==> src/rtl/inta_sequencer_if.sv <==
// rtl/inta_sequencer_if.sv - acknowledge/bus bundle between the CPU-side environment and inta_sequencer
//
// Signals:
//   INTA_N               CPU acknowledge pin, active-low, asynchronous to clk
//   irr[7:0]             latched interrupt requests (bit n = IRn)
//   imr[7:0]             mask register, 1 = masked
//   icw2[7:0]            vector base, bits [7:3] used
//   aeoi                 auto-EOI mode
//   eoi                  one-cycle non-specific EOI pulse
//   send_vector_address  from cascade block, 1 = this device drives the vector
//   INT                  interrupt request to CPU
//   isr[7:0]             in-service register, feeds the cascade block
//   irr_clear[7:0]       one-cycle pulse clearing the acknowledged IRR bit
//   data_out[7:0]        vector byte
//   data_oe              data bus drive enable
// Modports: master drives the requests and INTA_N, slave is the sequencer.
interface inta_sequencer_if;
   logic       INTA_N;
   logic [7:0] irr;
   logic [7:0] imr;
   logic [7:0] icw2;
   logic       aeoi;
   logic       eoi;
   logic       send_vector_address;
   logic       INT;
   logic [7:0] isr;
   logic [7:0] irr_clear;
   logic [7:0] data_out;
   logic       data_oe;

   modport master (
      output INTA_N, irr, imr, icw2, aeoi, eoi, send_vector_address,
      input  INT, isr, irr_clear, data_out, data_oe
   );

   modport slave (
      input  INTA_N, irr, imr, icw2, aeoi, eoi, send_vector_address,
      output INT, isr, irr_clear, data_out, data_oe
   );
endinterface

==> src/rtl/inta_sequencer.sv <==
// rtl/inta_sequencer.sv - PIC interrupt-acknowledge sequencer (priority, INT, 8086 two-pulse INTA, ISR)
//
// Ports:
//   clk   system clock, all state changes on the rising edge
//   rst   asynchronous active-high reset
//   bus   inta_sequencer_if.slave (INTA_N, irr, imr, icw2, aeoi, eoi,
//         send_vector_address in; INT, isr, irr_clear, data_out, data_oe out)
// Parameters:
//   SYNC_STAGES     flops in the INTA_N synchronizer (2..3)
//   TIMEOUT_CYCLES  GAP-state cycle budget, only with INTA_TIMEOUT_EN
// Optional feature macro: INTA_TIMEOUT_EN (GAP-state timeout counter).
module inta_sequencer #(
   parameter int SYNC_STAGES    = 2,
   parameter int TIMEOUT_CYCLES = 255
) (
   input  logic            clk,
   input  logic            rst,
   inta_sequencer_if.slave bus
);

   typedef enum logic [1:0] {IDLE, ACK1, GAP, ACK2} state_t;

   state_t                 state;
   logic [SYNC_STAGES-1:0] sync_q;
   logic                   inta_prev;
   logic                   inta_cur;
   logic                   inta_fall;
   logic                   inta_rise;

   logic [7:0] pend;
   logic [2:0] win;
   logic [3:0] isr_top;
   logic       eligible;

   logic [7:0] isr_q;
   logic [7:0] isr_next;
   logic [7:0] set_mask;
   logic [7:0] aeoi_mask;
   logic [7:0] eoi_mask;
   logic [2:0] idx;
   logic       spurious;
   logic [7:0] irr_clear_q;
   logic [7:0] data_out_q;
   logic       data_oe_q;

`ifdef INTA_TIMEOUT_EN
   logic [7:0] tmo_cnt;
`else
   logic [7:0] unused_tmo;
   assign unused_tmo = 8'(TIMEOUT_CYCLES);
`endif

   logic [2:0] unused_icw2;
   assign unused_icw2 = bus.icw2[2:0];

   // Synchronizer resets to 1 so a released pin never looks like a falling edge.
   always_ff @(posedge clk or posedge rst) begin
      if (rst) begin
         sync_q    <= '1;
         inta_prev <= 1'b1;
      end else begin
         sync_q    <= {sync_q[SYNC_STAGES-2:0], bus.INTA_N};
         inta_prev <= inta_cur;
      end
   end

   assign inta_cur  = sync_q[SYNC_STAGES-1];
   assign inta_fall = inta_prev & ~inta_cur;
   assign inta_rise = ~inta_prev & inta_cur;

   // Fixed priority, IR0 highest: the lowest set index wins. isr_top is the
   // index of the highest-priority in-service level, 8 when nothing is in service.
   always_comb begin
      pend    = bus.irr & ~bus.imr;
      win     = 3'd0;
      isr_top = 4'd8;
      for (int i = 7; i >= 0; i--) begin
         if (pend[i])  win     = 3'(i);
         if (isr_q[i]) isr_top = 4'(i);
      end
      eligible = (|pend) && ({1'b0, win} < isr_top);
   end

   // EOI acts on the pre-set isr value, the ACK1 set is OR-ed in last so it
   // always wins for its own bit. isr & -isr isolates the lowest set bit.
   always_comb begin
      set_mask  = (state == IDLE && inta_fall && eligible) ? (8'd1 << win) : 8'd0;
      aeoi_mask = (state == ACK2 && inta_rise && bus.aeoi && !spurious) ? (8'd1 << idx) : 8'd0;
      eoi_mask  = bus.eoi ? (isr_q & (~isr_q + 8'd1)) : 8'd0;
      isr_next  = (isr_q & ~eoi_mask & ~aeoi_mask) | set_mask;
   end

   always_ff @(posedge clk or posedge rst) begin
      if (rst) begin
         state       <= IDLE;
         isr_q       <= 8'h00;
         idx         <= 3'd0;
         spurious    <= 1'b0;
         irr_clear_q <= 8'h00;
         data_out_q  <= 8'h00;
         data_oe_q   <= 1'b0;
`ifdef INTA_TIMEOUT_EN
         tmo_cnt     <= 8'd0;
`endif
      end else begin
         isr_q       <= isr_next;
         irr_clear_q <= 8'h00;
         case (state)
            IDLE: begin
               // The first INTA is honoured even without INT; it then becomes a spurious ack.
               if (inta_fall) begin
                  state <= ACK1;
                  if (eligible) begin
                     idx         <= win;
                     spurious    <= 1'b0;
                     irr_clear_q <= 8'd1 << win;
                  end else begin
                     idx      <= 3'd7;
                     spurious <= 1'b1;
                  end
               end
            end
            ACK1: begin
               state <= GAP;
`ifdef INTA_TIMEOUT_EN
               tmo_cnt <= 8'(TIMEOUT_CYCLES);
`endif
            end
            GAP: begin
               // A falling edge can only follow a high level, so the release of
               // the first pulse needs no separate tracking.
               if (inta_fall) begin
                  state      <= ACK2;
                  data_out_q <= {bus.icw2[7:3], idx};
                  data_oe_q  <= bus.send_vector_address;
               end
`ifdef INTA_TIMEOUT_EN
               else if (tmo_cnt <= 8'd1) begin
                  state   <= IDLE;
                  tmo_cnt <= 8'd0;
               end else begin
                  tmo_cnt <= tmo_cnt - 8'd1;
               end
`endif
            end
            ACK2: begin
               if (inta_rise) begin
                  data_oe_q <= 1'b0;
                  state     <= IDLE;
               end
            end
            default: state <= IDLE;
         endcase
      end
   end

   assign bus.INT       = (state == IDLE) && eligible;
   assign bus.isr       = isr_q;
   assign bus.irr_clear = irr_clear_q;
   assign bus.data_out  = data_out_q;
   assign bus.data_oe   = data_oe_q;

endmodule

==> src/flat_wrapper.sv <==
// flat-port wrapper written by rule: the top's interface ports become plain ports
module inta_sequencer_flat 
#(
   parameter int SYNC_STAGES    = 2,
   parameter int TIMEOUT_CYCLES = 255
)
  (clk, rst, bus_INTA_N, bus_irr, bus_imr, bus_icw2, bus_aeoi, bus_eoi, bus_send_vector_address, bus_INT, bus_isr, bus_irr_clear, bus_data_out, bus_data_oe);
  inta_sequencer_if bus_i ();
  input  logic clk;
  input  logic rst;
  input wire logic [$bits(bus_i.INTA_N)-1:0] bus_INTA_N;
  input wire logic [$bits(bus_i.irr)-1:0] bus_irr;
  input wire logic [$bits(bus_i.imr)-1:0] bus_imr;
  input wire logic [$bits(bus_i.icw2)-1:0] bus_icw2;
  input wire logic [$bits(bus_i.aeoi)-1:0] bus_aeoi;
  input wire logic [$bits(bus_i.eoi)-1:0] bus_eoi;
  input wire logic [$bits(bus_i.send_vector_address)-1:0] bus_send_vector_address;
  output wire logic [$bits(bus_i.INT)-1:0] bus_INT;
  output wire logic [$bits(bus_i.isr)-1:0] bus_isr;
  output wire logic [$bits(bus_i.irr_clear)-1:0] bus_irr_clear;
  output wire logic [$bits(bus_i.data_out)-1:0] bus_data_out;
  output wire logic [$bits(bus_i.data_oe)-1:0] bus_data_oe;
  assign bus_i.INTA_N = bus_INTA_N;
  assign bus_i.irr = bus_irr;
  assign bus_i.imr = bus_imr;
  assign bus_i.icw2 = bus_icw2;
  assign bus_i.aeoi = bus_aeoi;
  assign bus_i.eoi = bus_eoi;
  assign bus_i.send_vector_address = bus_send_vector_address;
  assign bus_INT = bus_i.INT;
  assign bus_isr = bus_i.isr;
  assign bus_irr_clear = bus_i.irr_clear;
  assign bus_data_out = bus_i.data_out;
  assign bus_data_oe = bus_i.data_oe;
  inta_sequencer #(.SYNC_STAGES(SYNC_STAGES), .TIMEOUT_CYCLES(TIMEOUT_CYCLES)) u_core (.clk(clk), .rst(rst), .bus(bus_i));
endmodule
==> config.mk <==
export PLATFORM = sky130hd
export DESIGN_NAME = inta_sequencer_flat
export DESIGN_NICKNAME = d
export VERILOG_FILES = /design/src/rtl/inta_sequencer_if.sv /design/src/rtl/inta_sequencer.sv /design/src/flat_wrapper.sv
export SDC_FILE = /design/constraint.sdc
export NUM_CORES = 1
export LEC_CHECK = 0
export ABC_AREA = 1
export CAP_MARGIN = 20
export CORE_MARGIN = 5
export CORE_UTILIZATION = 46
export DETAILED_ROUTE_END_ITERATION = 7
export HOLD_SLACK_MARGIN = 0.05
export PLACE_DENSITY_LB_ADDON = 0.12
export SLEW_MARGIN = 20
export SYNTH_ARGS = -nofsm -noshare
export SYNTH_HDL_FRONTEND = slang
export SYNTH_SLANG_ARGS = --single-unit
==> constraint.sdc <==
create_clock -name clk -period 2.55 [get_ports clk]
set_input_delay 0.6375 -clock clk [delete_from_list [all_inputs] [get_ports clk]]
set_output_delay 0.6375 -clock clk [all_outputs]
set_load 0.01 [all_outputs]
==> flow_metrics.tcl, run 1 <==
set metrics [dict create \
    crit_path_end "bus_INT" \
    synthTopCellsByArea "dfrtp_1 43%, nand2_1 16%, inv_1 9.0%" \
    max_freq_ghz 0.397 \
    crit_cells 11 \
    dp_hpwl_mm 3.06 \
    p_int_mw 1.28 \
    async_flop_share_pct 100 \
    coreArea_um2 3720 \
    reg2reg_to "u_core.bus.isr[2]$_DFF_PP0_" \
    yosysMostFrequentCell "nand2_1" \
    finalMaxSlewViolations 0 \
    yosys_warnings 0 \
    vdd.ir_drop.worst_uv 375 \
    cts.sinks 34 \
    rsz0062_at_grt "yes" \
    worstPathArrival_ns 1.88 \
    clock_power_share_pct 20.9 \
    critPathTopFamily "simple AND/OR/NAND/NOR gates" \
    ios 56 \
    comb_power_share_pct 40.8 \
    max_stage_delay_ns 0.21 \
    die_width_um 72.3 \
    fin_skew_ns 0.00324 \
    syn_nets 270 \
    hold_slack_ns 0.357 \
    synth_top_area_share_pct 43.4 \
    period_share_pct 98.8 \
    synth_commonest_cells "75 x nand2_1, 43 x inv_1, 31 x dfrtp_1, 20 x nor2_1, 11 x nand3_1" \
    crit_path_start "bus_imr[7]" \
    start_util_pct 48.1 \
    crit_required_ns 1.91 \
    grt_max_degree 35 \
    synthCells 235 \
    cts_tree "done" \
    hp-start "u_core.sync_q[0]$_DFF_PP1_" \
    wl_mm 4.34 \
    min_path_type "register to register" \
    share_seq_of_total_power_pct 38.3 \
    diodes 0 \
    outcome "completed" \
    drv_cap 0 \
    die_h_um 72.3 \
    timing.rr.start "u_core.bus.isr[3]$_DFF_PP0_" \
    p_per_area_nw_per_um2 731 \
    layout.nets 358 \
    min_period_ns 2.52 \
    leakagePower_nw 1.51 \
    grt_first_pass_wirelength_mm 7.31 \
    crit_buf_inv 3 \
    drcViolationCount 0 \
    dp_cells 353 \
    htreeDepth 2 \
    grt_remaining_overflow 0 \
    cp_cell_sequence "buf_6 -> o21ai_2 -> buf_4 -> nor2_4 -> nor2_4 -> ha_4 -> o21a_1 -> nand2_2 -> nand2_2 -> nor2_2 -> buf_2" \
    yosysTopAreaCell "dfrtp_1" \
    grt_pass1_vias 1698 \
    synth-seq-cells 34 \
    area_growth_pct 52.5 \
    register_area_um2 855 \
    first_pass_iters 4 \
    swShare_pct 35.9 \
    path_class "primary input to output port" \
    grt_antenna_before_repair 0 \
    num_vias 1787 \
    avgSynthCellArea_um2 7.60 \
    clock_latency_ns 0.29 \
    grt.total_usage_pct 17.6 \
    netlist_area_um2 1790 \
    clockBufferDepth 2 \
    r2r_cells 9 \
    rows 22 \
    via_per_inst 4.80 \
    clkTransAtPathRegs_ns 0.07 \
    hold_violations 0 \
    synth_edf_count 0 \
    root_buffer "clkbuf_8" \
    setup_viol 0 \
    ys_seq_area_share_pct 47.8 \
    cp_slowest_cell "ha_4" \
    final_cells 372 \
    routedWlPerCell_um 11.7 \
    place_congestion 0.906 \
    critPathCaptureType "output port" \
    slew_headroom_pct 72.8 \
    antenna_left 0 \
    synth_cell_types 26 \
    multi_input_area_um2 828 \
    rrSetupSlack_ns 0.78 \
    die-area_um2 5230 \
    synthFlopType "dfrtp_1" \
    port_buffers 52 \
    critPathMaxFanout 2 \
    startpoint_type "primary input" \
    drt-initial-drc-count 106 \
    cts_made_buffers 5 \
    fillers 300 \
    p_switching_uw 715 \
    tightest_slew_ns 0.409 \
    drive_above_1_share_pct 27.8 \
]
[worst reg2reg max path, cell delays in order, from the launching register on]
cell,delay (ns)
dfrtp_1,0.38
nor2_1,0.19
buf_4,0.15
nand3_1,0.12
ha_4,0.28
o21a_1,0.12
nand2_2,0.06
buf_4,0.17
nand4_1,0.12
nand2_1,0.07
[power by group through the flow]
stage / sequential, mW / clock [mW] / combinational (mW)
floorplan: 0.799 / 0 / 0.381
global placement: 0.767 / 0 / 0.744
detailed placement: 0.771 / 0 / 0.764
CTS: 0.762 / 0.417 / 0.788
global route: 0.783 / 0.439 / 0.922
finish: 0.763 / 0.416 / 0.812
[cell families after synthesis]
family | after synthesis | synth area share [%]
buffers and inverters | 50 | 11.1
AO/OA/AOI/OAI | 21 | 7.63
adder cells (fa/ha/maj) | 5 | 3.50
AND/OR/NAND/NOR | 125 | 30.0
flip-flops | 34 | 47.8
[cell type report]
cell class | count | share of cell area, %
Inverter | 46 | 6.34
Timing Repair Buffer | 85 | 26.2
Clock inverter | 2 | 0.459
Tap cell | 48 | 2.20
Multi-Input combinational cell | 151 | 30.4
Sequential cell | 34 | 31.4
Clock buffer | 6 | 3.03
[through the flow]
| stage | TNS [ns] | cell area [um2] | power (mW) | worst slack (ns) | util, % |
|---|---|---|---|---|---|
| finish | 0 | 2730 | 1.99 | 0.0300 | 73.3 |
| CTS | 0 | 2680 | 1.97 | 0.00503 | 72.2 |
| floorplan | 0 | 1790 | 1.18 | 0.0473 | - |
| detailed placement | -0.851 | 2510 | 1.53 | -0.851 | 67.5 |
| global placement | -0.817 | 2510 | 1.51 | -0.817 | 67.5 |
| global route | -0.0573 | 2730 | 2.14 | -0.0573 | 73.3 |
[state kept, by name, summed over array words and instances (netlist names)]
| register | count |
|---|---|
| u_core.bus.data_oe | 1 |
| u_core.inta_prev | 1 |
| u_core.bus.isr | 8 |
| u_core.bus.irr_clear | 8 |
| u_core.spurious | 1 |
| u_core.bus.data_out | 8 |
| u_core.sync_q | 2 |
| u_core.state | 2 |
| u_core.idx | 3 |
[worst min-delay path by stage]
stage                                      end  slack, ns  cells past startpoint
finish              u_core.sync_q[1]$_DFF_PP1_       0.36                      0
global route        u_core.sync_q[1]$_DFF_PP1_       0.36                      0
detailed placement  u_core.sync_q[1]$_DFF_PP1_       0.35                      0
floorplan           u_core.sync_q[1]$_DFF_PP1_       0.35                      0
CTS                 u_core.sync_q[1]$_DFF_PP1_       0.36                      0
global placement    u_core.sync_q[1]$_DFF_PP1_       0.35                      0
[cell usage in the layout (no fill, tap or decap), drive strengths merged, types with 4 or more instances in the layout]
cell | Yosys | layout
nand3 | 11 | 11
o21ai | 11 | 11
nand2 | 79 | 79
ha | 5 | 5
nor2 | 21 | 21
clkbuf | 1 | 9
buf | 3 | 46
inv | 46 | 46
nor3 | 4 | 4
dfrtp | 31 | 31
clkdlybuf4s50 | 0 | 35
nand4 | 9 | 9
[metal layers]
metal | track usage (%) | routed length [um] | vias to the layer above
li1 | - | - | 914
met1 | 23.2 | 1940 | 812
met2 | 28.0 | 2060 | 54
met3 | 3.19 | 268 | 7
met4 | 7.93 | 66 | 0
met5 | 0 | 0 | -
[timing repair]
item                       in CTS  in global routing
pin swaps                      24                 22
gates cloned                    0                  0
hold buffers                    0                  0
buffers inserted               10                  3
setup endpoints to repair       1                  1
gates resized for setup        76                 11
hold endpoints to repair        0                  0
(Power assumes the default switching activity.)
==> inputs of run 2 (changes only) <==
SLEW_MARGIN = default   (was 20)
==> results of run 2 <==
Same layout as run 1: the final DEF is identical, and so are final timing and power.
